--- src/rtl/block_stepper_pkg.sv ---
// Shared types and frame-period defaults for the stacker game logic.
package block_stepper_pkg;

    typedef enum logic [1:0] {
        S_MOVE,
        S_PLACE,
        S_OVER,
        S_WIN
    } state_e;

    localparam int FPS_W = 23;

    localparam logic [FPS_W-1:0] FPS_BASE_DEF = 23'd5000000;
    localparam logic [FPS_W-1:0] FPS_STEP_DEF = 23'd300000;
    localparam logic [FPS_W-1:0] FPS_MIN_DEF  = 23'd833332;

endpackage

--- src/rtl/block_stepper_overlap_calc.sv ---
// Overlap of the moving block with the segment placed on the row below.
module overlap_calc #(
    parameter int X_W = 4
) (
    input  logic [X_W-1:0] block_x,
    input  logic [X_W-1:0] block_w,
    input  logic [X_W-1:0] prev_x,
    input  logic [X_W-1:0] prev_w,
    output logic [X_W-1:0] seg_x,
    output logic [X_W-1:0] seg_w,
    output logic           miss
);

    logic [X_W:0] a_lo;
    logic [X_W:0] a_hi;
    logic [X_W:0] b_lo;
    logic [X_W:0] b_hi;
    logic [X_W:0] lo;
    logic [X_W:0] hi;
    logic [X_W:0] diff;

    always_comb begin
        a_lo = {1'b0, block_x};
        b_lo = {1'b0, prev_x};
        a_hi = {1'b0, block_x} + {1'b0, block_w};
        b_hi = {1'b0, prev_x} + {1'b0, prev_w};
        lo   = (a_lo > b_lo) ? a_lo : b_lo;
        hi   = (a_hi < b_hi) ? a_hi : b_hi;
        miss = (hi <= lo);
        diff = hi - lo;
        seg_x = lo[X_W-1:0];
        seg_w = miss ? '0 : diff[X_W-1:0];
    end

endmodule

--- src/rtl/block_stepper.sv ---
// Moving-block sweep, stack placement FSM and per-row frame period.
module block_stepper
    import block_stepper_pkg::*;
#(
    parameter int              COLS       = 10,
    parameter int              ROWS       = 12,
    parameter int              INIT_WIDTH = 3,
    parameter int              X_W        = 4,
    parameter int              Y_W        = 4,
    parameter logic [FPS_W-1:0] FPS_BASE  = FPS_BASE_DEF,
    parameter logic [FPS_W-1:0] FPS_STEP  = FPS_STEP_DEF,
    parameter logic [FPS_W-1:0] FPS_MIN   = FPS_MIN_DEF
) (
    input  logic             clk,
    input  logic             reset_block_stepper,
    input  logic             enable,
    input  logic             enable_frame,
    input  logic             stack,
    output logic [X_W-1:0]   block_x,
    output logic [X_W-1:0]   block_w,
    output logic [Y_W-1:0]   row,
    output logic             placed_valid,
    output logic [X_W-1:0]   placed_x,
    output logic [X_W-1:0]   placed_w,
    output logic [Y_W-1:0]   placed_row,
    output logic             game_over,
    output logic             win,
    output logic [FPS_W-1:0] fps_count
);

    localparam int              PROD_W   = Y_W + FPS_W;
    localparam logic [X_W:0]    COLS_X   = (X_W+1)'(COLS);
    localparam logic [X_W-1:0]  INIT_W   = X_W'(INIT_WIDTH);
    localparam logic [Y_W-1:0]  LAST_ROW = Y_W'(ROWS - 1);
    localparam logic [FPS_W-1:0] FPS_RST =
        (FPS_BASE < FPS_MIN) ? FPS_MIN : FPS_BASE;

    state_e           state_q, state_d;
    logic [X_W-1:0]   block_x_q, block_x_d;
    logic [X_W-1:0]   block_w_q, block_w_d;
    logic [Y_W-1:0]   row_q, row_d;
    logic             dir_right_q, dir_right_d;
    logic [X_W-1:0]   prev_x_q, prev_x_d;
    logic [X_W-1:0]   prev_w_q, prev_w_d;
    logic             placed_valid_q, placed_valid_d;
    logic [X_W-1:0]   placed_x_q, placed_x_d;
    logic [X_W-1:0]   placed_w_q, placed_w_d;
    logic [Y_W-1:0]   placed_row_q, placed_row_d;
    logic             game_over_q, game_over_d;
    logic             win_q, win_d;
    logic             stack_q, stack_d;
    logic [FPS_W-1:0] fps_q, fps_d;

    logic             stack_edge;
    logic [X_W:0]     x_end;
    logic [X_W-1:0]   ov_x;
    logic [X_W-1:0]   ov_w;
    logic             ov_miss;
    logic [X_W-1:0]   seg_x;
    logic [X_W-1:0]   seg_w;
    logic             seg_miss;
    logic [PROD_W-1:0] prod;
    logic [FPS_W-1:0] prod_sat;
    logic [FPS_W-1:0] fps_diff;

    overlap_calc #(.X_W(X_W)) u_overlap (
        .block_x (block_x_q),
        .block_w (block_w_q),
        .prev_x  (prev_x_q),
        .prev_w  (prev_w_q),
        .seg_x   (ov_x),
        .seg_w   (ov_w),
        .miss    (ov_miss)
    );

    assign stack_edge = stack & ~stack_q;
    assign x_end      = {1'b0, block_x_q} + {1'b0, block_w_q};

    // Row 0 has nothing below it, so the whole block is always kept.
    always_comb begin
        if (row_q == '0) begin
            seg_x    = block_x_q;
            seg_w    = block_w_q;
            seg_miss = 1'b0;
        end else begin
            seg_x    = ov_x;
            seg_w    = ov_w;
            seg_miss = ov_miss;
        end
    end

    // Product saturates at the base so the subtraction cannot wrap.
    always_comb begin
        prod = PROD_W'(row_q) * PROD_W'(FPS_STEP);
        if (prod > PROD_W'(FPS_BASE)) begin
            prod_sat = FPS_BASE;
        end else begin
            prod_sat = prod[FPS_W-1:0];
        end
        fps_diff = FPS_BASE - prod_sat;
        fps_d    = (fps_diff < FPS_MIN) ? FPS_MIN : fps_diff;
    end

    always_comb begin
        state_d        = state_q;
        block_x_d      = block_x_q;
        block_w_d      = block_w_q;
        row_d          = row_q;
        dir_right_d    = dir_right_q;
        prev_x_d       = prev_x_q;
        prev_w_d       = prev_w_q;
        placed_valid_d = 1'b0;
        placed_x_d     = placed_x_q;
        placed_w_d     = placed_w_q;
        placed_row_d   = placed_row_q;
        game_over_d    = game_over_q;
        win_d          = win_q;
        stack_d        = stack;

        unique case (state_q)
            S_MOVE: begin
                if (enable && stack_edge) begin
                    state_d = S_PLACE;
                end else if (enable && enable_frame) begin
                    if (dir_right_q) begin
                        if (x_end == COLS_X) begin
                            dir_right_d = 1'b0;
                            block_x_d   = block_x_q - 1'b1;
                        end else begin
                            block_x_d = block_x_q + 1'b1;
                        end
                    end else begin
                        if (block_x_q == '0) begin
                            dir_right_d = 1'b1;
                            block_x_d   = X_W'(1);
                        end else begin
                            block_x_d = block_x_q - 1'b1;
                        end
                    end
                end
            end
            S_PLACE: begin
                if (seg_miss) begin
                    game_over_d = 1'b1;
                    state_d     = S_OVER;
                end else begin
                    placed_valid_d = 1'b1;
                    placed_x_d     = seg_x;
                    placed_w_d     = seg_w;
                    placed_row_d   = row_q;
                    prev_x_d       = seg_x;
                    prev_w_d       = seg_w;
                    if (row_q == LAST_ROW) begin
                        win_d   = 1'b1;
                        state_d = S_WIN;
                    end else begin
                        row_d       = row_q + 1'b1;
                        block_x_d   = '0;
                        dir_right_d = 1'b1;
                        block_w_d   = seg_w;
                        state_d     = S_MOVE;
                    end
                end
            end
            S_OVER, S_WIN: begin
            end
            default: begin
                state_d = S_MOVE;
            end
        endcase
    end

    always_ff @(posedge clk or negedge reset_block_stepper) begin
        if (!reset_block_stepper) begin
            state_q        <= S_MOVE;
            block_x_q      <= '0;
            block_w_q      <= INIT_W;
            row_q          <= '0;
            dir_right_q    <= 1'b1;
            prev_x_q       <= '0;
            prev_w_q       <= INIT_W;
            placed_valid_q <= 1'b0;
            placed_x_q     <= '0;
            placed_w_q     <= '0;
            placed_row_q   <= '0;
            game_over_q    <= 1'b0;
            win_q          <= 1'b0;
            stack_q        <= 1'b1;
            fps_q          <= FPS_RST;
        end else begin
            state_q        <= state_d;
            block_x_q      <= block_x_d;
            block_w_q      <= block_w_d;
            row_q          <= row_d;
            dir_right_q    <= dir_right_d;
            prev_x_q       <= prev_x_d;
            prev_w_q       <= prev_w_d;
            placed_valid_q <= placed_valid_d;
            placed_x_q     <= placed_x_d;
            placed_w_q     <= placed_w_d;
            placed_row_q   <= placed_row_d;
            game_over_q    <= game_over_d;
            win_q          <= win_d;
            stack_q        <= stack_d;
            fps_q          <= fps_d;
        end
    end

    assign block_x      = block_x_q;
    assign block_w      = block_w_q;
    assign row          = row_q;
    assign placed_valid = placed_valid_q;
    assign placed_x     = placed_x_q;
    assign placed_w     = placed_w_q;
    assign placed_row   = placed_row_q;
    assign game_over    = game_over_q;
    assign win          = win_q;
    assign fps_count    = fps_q;

endmodule

--- config.mk ---
export PLATFORM = sky130hd
export DESIGN_NAME = block_stepper
export DESIGN_NICKNAME = d
export VERILOG_FILES = /design/src/rtl/block_stepper_pkg.sv /design/src/rtl/block_stepper_overlap_calc.sv /design/src/rtl/block_stepper.sv
export SDC_FILE = /design/constraint.sdc
export NUM_CORES = 1
export LEC_CHECK = 0
export ABC_AREA = 1
export CAP_MARGIN = 20
export CORE_AREA = 2 2 92 94
export CTS_BUF_LIST = sky130_fd_sc_hd__clkbuf_4
export DETAILED_ROUTE_END_ITERATION = 16
export DIE_AREA = 0 0 94 96
export MAX_ROUTING_LAYER = met4
export PLACE_DENSITY = 0.82
export SYNTH_ARGS = -nofsm -noshare
export SYNTH_HDL_FRONTEND = slang
export SYNTH_HIERARCHICAL = 1
export SYNTH_SLANG_ARGS = --single-unit
--- constraint.sdc ---
create_clock -name clk -period 5 [get_ports clk]
set_input_delay 0.5 -clock clk [delete_from_list [all_inputs] [get_ports clk]]
set_output_delay 0.5 -clock clk [all_outputs]
set_load 0.02 [all_outputs]
==> summary.txt <==
Status
  • Outcome: complete, no violations

CTS
  • CTS tree: yes
  • Max Buffers Root-to-Sink: 2
  • Total number of H-tree levels: 2
  • TritonCTS Sinks: 52
  • Hold buffers post-CTS: 0
  • Buffer type at the clock tree root: sky130_fd_sc_hd__clkbuf_4
  • Clock-pin transition on the worst setup and hold timing paths: 0.15 ns
  • Clk Latency, worst-skew pair: 0.37 ns
  • Inserted Clock Buffers: 5

Setup path
  • Register-to-Register Path Depth: 29
  • Largest fanout on the critical path: 10
  • Data arrival, critical path: roughly 4.9 ns
  • Crit path capture: fps_count[10]
  • Worst flop-to-flop path endpoint: fps_count[10]
  • Delay of the slowest critical-path stage: about 0.64 ns
  • Crit path buffers/inverters: 3
  • Reg-to-reg setup timing slack: about 0.38 ns
  • Kind of critical path: flip-flop to flip-flop
  • Cell family contributing the most delay on the critical path: simple AND/OR/NAND/NOR gates
  • Type of destination of the critical path: flip-flop
  • Levels on crit path: 29
  • Worst Path Required: approximately 5.3 ns
  • Launch point of the worst path: row[3]
  • Launch point of the worst reg-to-reg path: row[3]
  • Slowest CP cell: sky130_fd_sc_hd__fa_2
  • Startpoint types: flip-flop

Floorplan
  • Core footprint: between 0.008 and 0.009 mm²
  • Vertical die dimension: ~96 µm
  • Total number of placement rows: 33
  • Initial Util: a little under three fifths
  • Chip Width: ~94 µm
  • Number of primary I/O pins: between 50 and 60
  • Overall die area: between 0.009 and 0.01 mm²

Yosys
  • Number of flops mapped to enable cells by yosys: 0
  • Biggest area contributors in the synthesized netlist: sky130_fd_sc_hd__dfrtp_1 (21%), sky130_fd_sc_hd__nand2_1 (14%), sky130_fd_sc_hd__ha_1 (12%)
  • Warning count from the yosys run: 6
  • Post-Syn Area: 0.00462 mm²
  • Fraction of synthesis flops using an asynchronous set or reset pin: 100%
  • Cells after synthesis: about 620
  • Yosys cell types: 47
  • Top-area cell type share of the netlist area: approximately a fifth
  • Cell taking the most area after synthesis: sky130_fd_sc_hd__dfrtp_1
  • Dominant register cell in the synthesized netlist: sky130_fd_sc_hd__dfrtp_1
  • Flop and latch count out of synthesis: between 50 and 60
  • Avg Inst Size Synth: between 7 and 8 µm²
  • Share of the yosys chip area belonging to registers: between 20% and 30%

Timing
  • Headroom to the max-slew limit: between 50 and 60%
  • Final period utilization: between 90 and 100%
  • Setup Viol. Count Final: 0
  • Clk_skew: 0.0176 ns
  • Number of hold violations in the final report: 0
  • Setup TNS: 0 ns
  • Maximum clock frequency: around 220 MHz
  • Max-slew violations: 0
  • Shortest period the worst path allows: roughly 4.6 ns
  • Tightest Pin Transition: roughly 0.64 ns
  • Unrepaired setup endpoints after global routing: no

Min path
  • Worst hold path type: input pin to asynchronous set/reset pin

Layout
  • Leading cell type in the layout, fill and taps excluded: sky130_fd_sc_hd__nand2_1
  • Layout cells sized above 1: ~14%
  • Area of the multi-input gates: ~0.0029 mm²
  • Final Net Count: 744
  • Area grow syn2layout: 17.2%
  • Sequential cell area: ~0.0013 mm²
  • Highest-count cells in the layout ignoring fill and taps: sky130_fd_sc_hd__nand2_1 (171), sky130_fd_sc_hd__inv_1 (87), sky130_fd_sc_hd__clkdlybuf4s50_1 (50)
  • Number of inserted filler cells in the final layout: roughly 700
  • Antenna cells: 0

GRT
  • Global router's overall resource usage: about a quarter
  • Total grt overflow: 0
  • Maximum number of pins on one net before global-route repair: 53
  • First-pass GRT wire length: between 15000 and 20000 µm
  • Number of global-route vias before repair: between 4000 and 5000
  • Antenna violations before repair: 0

Routing
  • Post-DR wirelength/cell: between 10 and 15 µm
  • Antenna Nets Post-Route: 0
  • Vias after detailed routing: 4221
  • # DRC: 0
  • Total Wirelength: 11300 µm
  • Number of vias per cell: ~5.3
  • Initial drt markers: approximately 290
  • TritonRoute pass-1 iters: 7

Job
  • Number of max-cap violations: 0

Placed design
  • Post-DP HPWL: around 8700 µm
  • Final weighted congestion in routability-driven placement: roughly 0.92
  • Number of buffers inserted by port buffering: 51
Yosys cell counts, types with 10 or more instances:
library cell and n:
sky130_fd_sc_hd__nand4_1 10, sky130_fd_sc_hd__xor2_1 18, sky130_fd_sc_hd__nor2_1 46, sky130_fd_sc_hd__ha_1 44, sky130_fd_sc_hd__nand2_2 17, sky130_fd_sc_hd__dfrtp_1 38
sky130_fd_sc_hd__nand3_1 43, sky130_fd_sc_hd__dfstp_2 14, sky130_fd_sc_hd__a21oi_1 19, sky130_fd_sc_hd__nand2_1 173, sky130_fd_sc_hd__fa_1 10, sky130_fd_sc_hd__inv_1 87
sky130_fd_sc_hd__o21ai_0 24
cell families (layout without fill, tap and decap cells):
| logic type | after synthesis | in the layout | share of synthesized area (%) |
|---|---|---|---|
| compound gates | 70 | 70 | 8.85 |
| xor+xnor | 22 | 22 | 4.17 |
| fa+ha+maj | 54 | 54 | 16.2 |
| buf+inv | 106 | 166 | 9.75 |
| flops | 52 | 52 | 28.5 |
| other cells | 1 | 3 | 0.0812 |
| simple gates | 319 | 319 | 32.4 |
per-layer routing:
metal	vias to the layer above	wire length [µm]	GRT usage (%)	share of wire (%)
met5	-	0	-	0
met4	0	138	5.80	1.2
met2	135	5420	43.8	48
li1	2104	-	-	-
met3	19	473	1.96	4.2
met1	1963	5220	36.2	46
through the flow:
stage / setup slack [ns] / hold slack [ns] / instance area [µm²] / util [%] / instances
floorplan: 0.498 / 0.204 / 4630 / - / 626
global placement: 0.358 / 0.453 / 5200 / 64.6 / 773
detailed placement: 0.145 / 0.452 / 5200 / 64.6 / 773
CTS: 0.0462 / 0.235 / 5280 / 65.5 / 781
global route: 0.00275 / 0.251 / 5420 / 67.3 / 791
finish: 0.378 / 0.205 / 5420 / 67.3 / 791
state kept, by name (all words and copies together), names as in the netlist:
register / count
fps_count: 19
block_w: 4
block_x: 4
placed_row: 4
placed_x: 4
prev_w_q: 4
row: 4
placed_w: 2
state_q: 2
dir_right_q: 1
game_over: 1
placed_valid: 1
stack_q: 1
win: 1
area by class of cell:
type	instances	area share [%]
Inverter	92	6.37
Tap cell	105	2.42
Clock inverter	2	0.647
Clock buffer	6	0.831
Timing Repair Buffer	66	11.6
Multi-Input combinational cell	468	53.7
Sequential cell	52	24.4
worst reg2reg max path: cells and delay by family, from the launching register on:
| kind | cells | cell delay, ns |
|---|---|---|
| simple gates | 20 | 1.89 |
| compound gates | 2 | 0.16 |
| buf+inv | 3 | 0.28 |
| flops | 1 | 0.47 |
| fa+ha+maj | 4 | 1.71 |
worst min path at each step:
stage | endpoint | slack, ns | cells after the start
2_1_floorplan | block_w[2] | 0.20 | 0
3_3_place_gp | win | 0.45 | 2
3_5_place_dp | win | 0.45 | 2
4_1_cts | game_over | 0.23 | 2
5_1_grt | game_over | 0.25 | 2
6_report | game_over | 0.20 | 2
repair_timing:
action | 4_1_cts | 5_1_grt
setup endpoints to repair | 0 | 17
buffers inserted | 0 | 10
resized for setup | 0 | 12
Power is left out: the tool's default activity adds up to more than one toggle a clock period on the data nets, which glitch-free logic cannot reach.
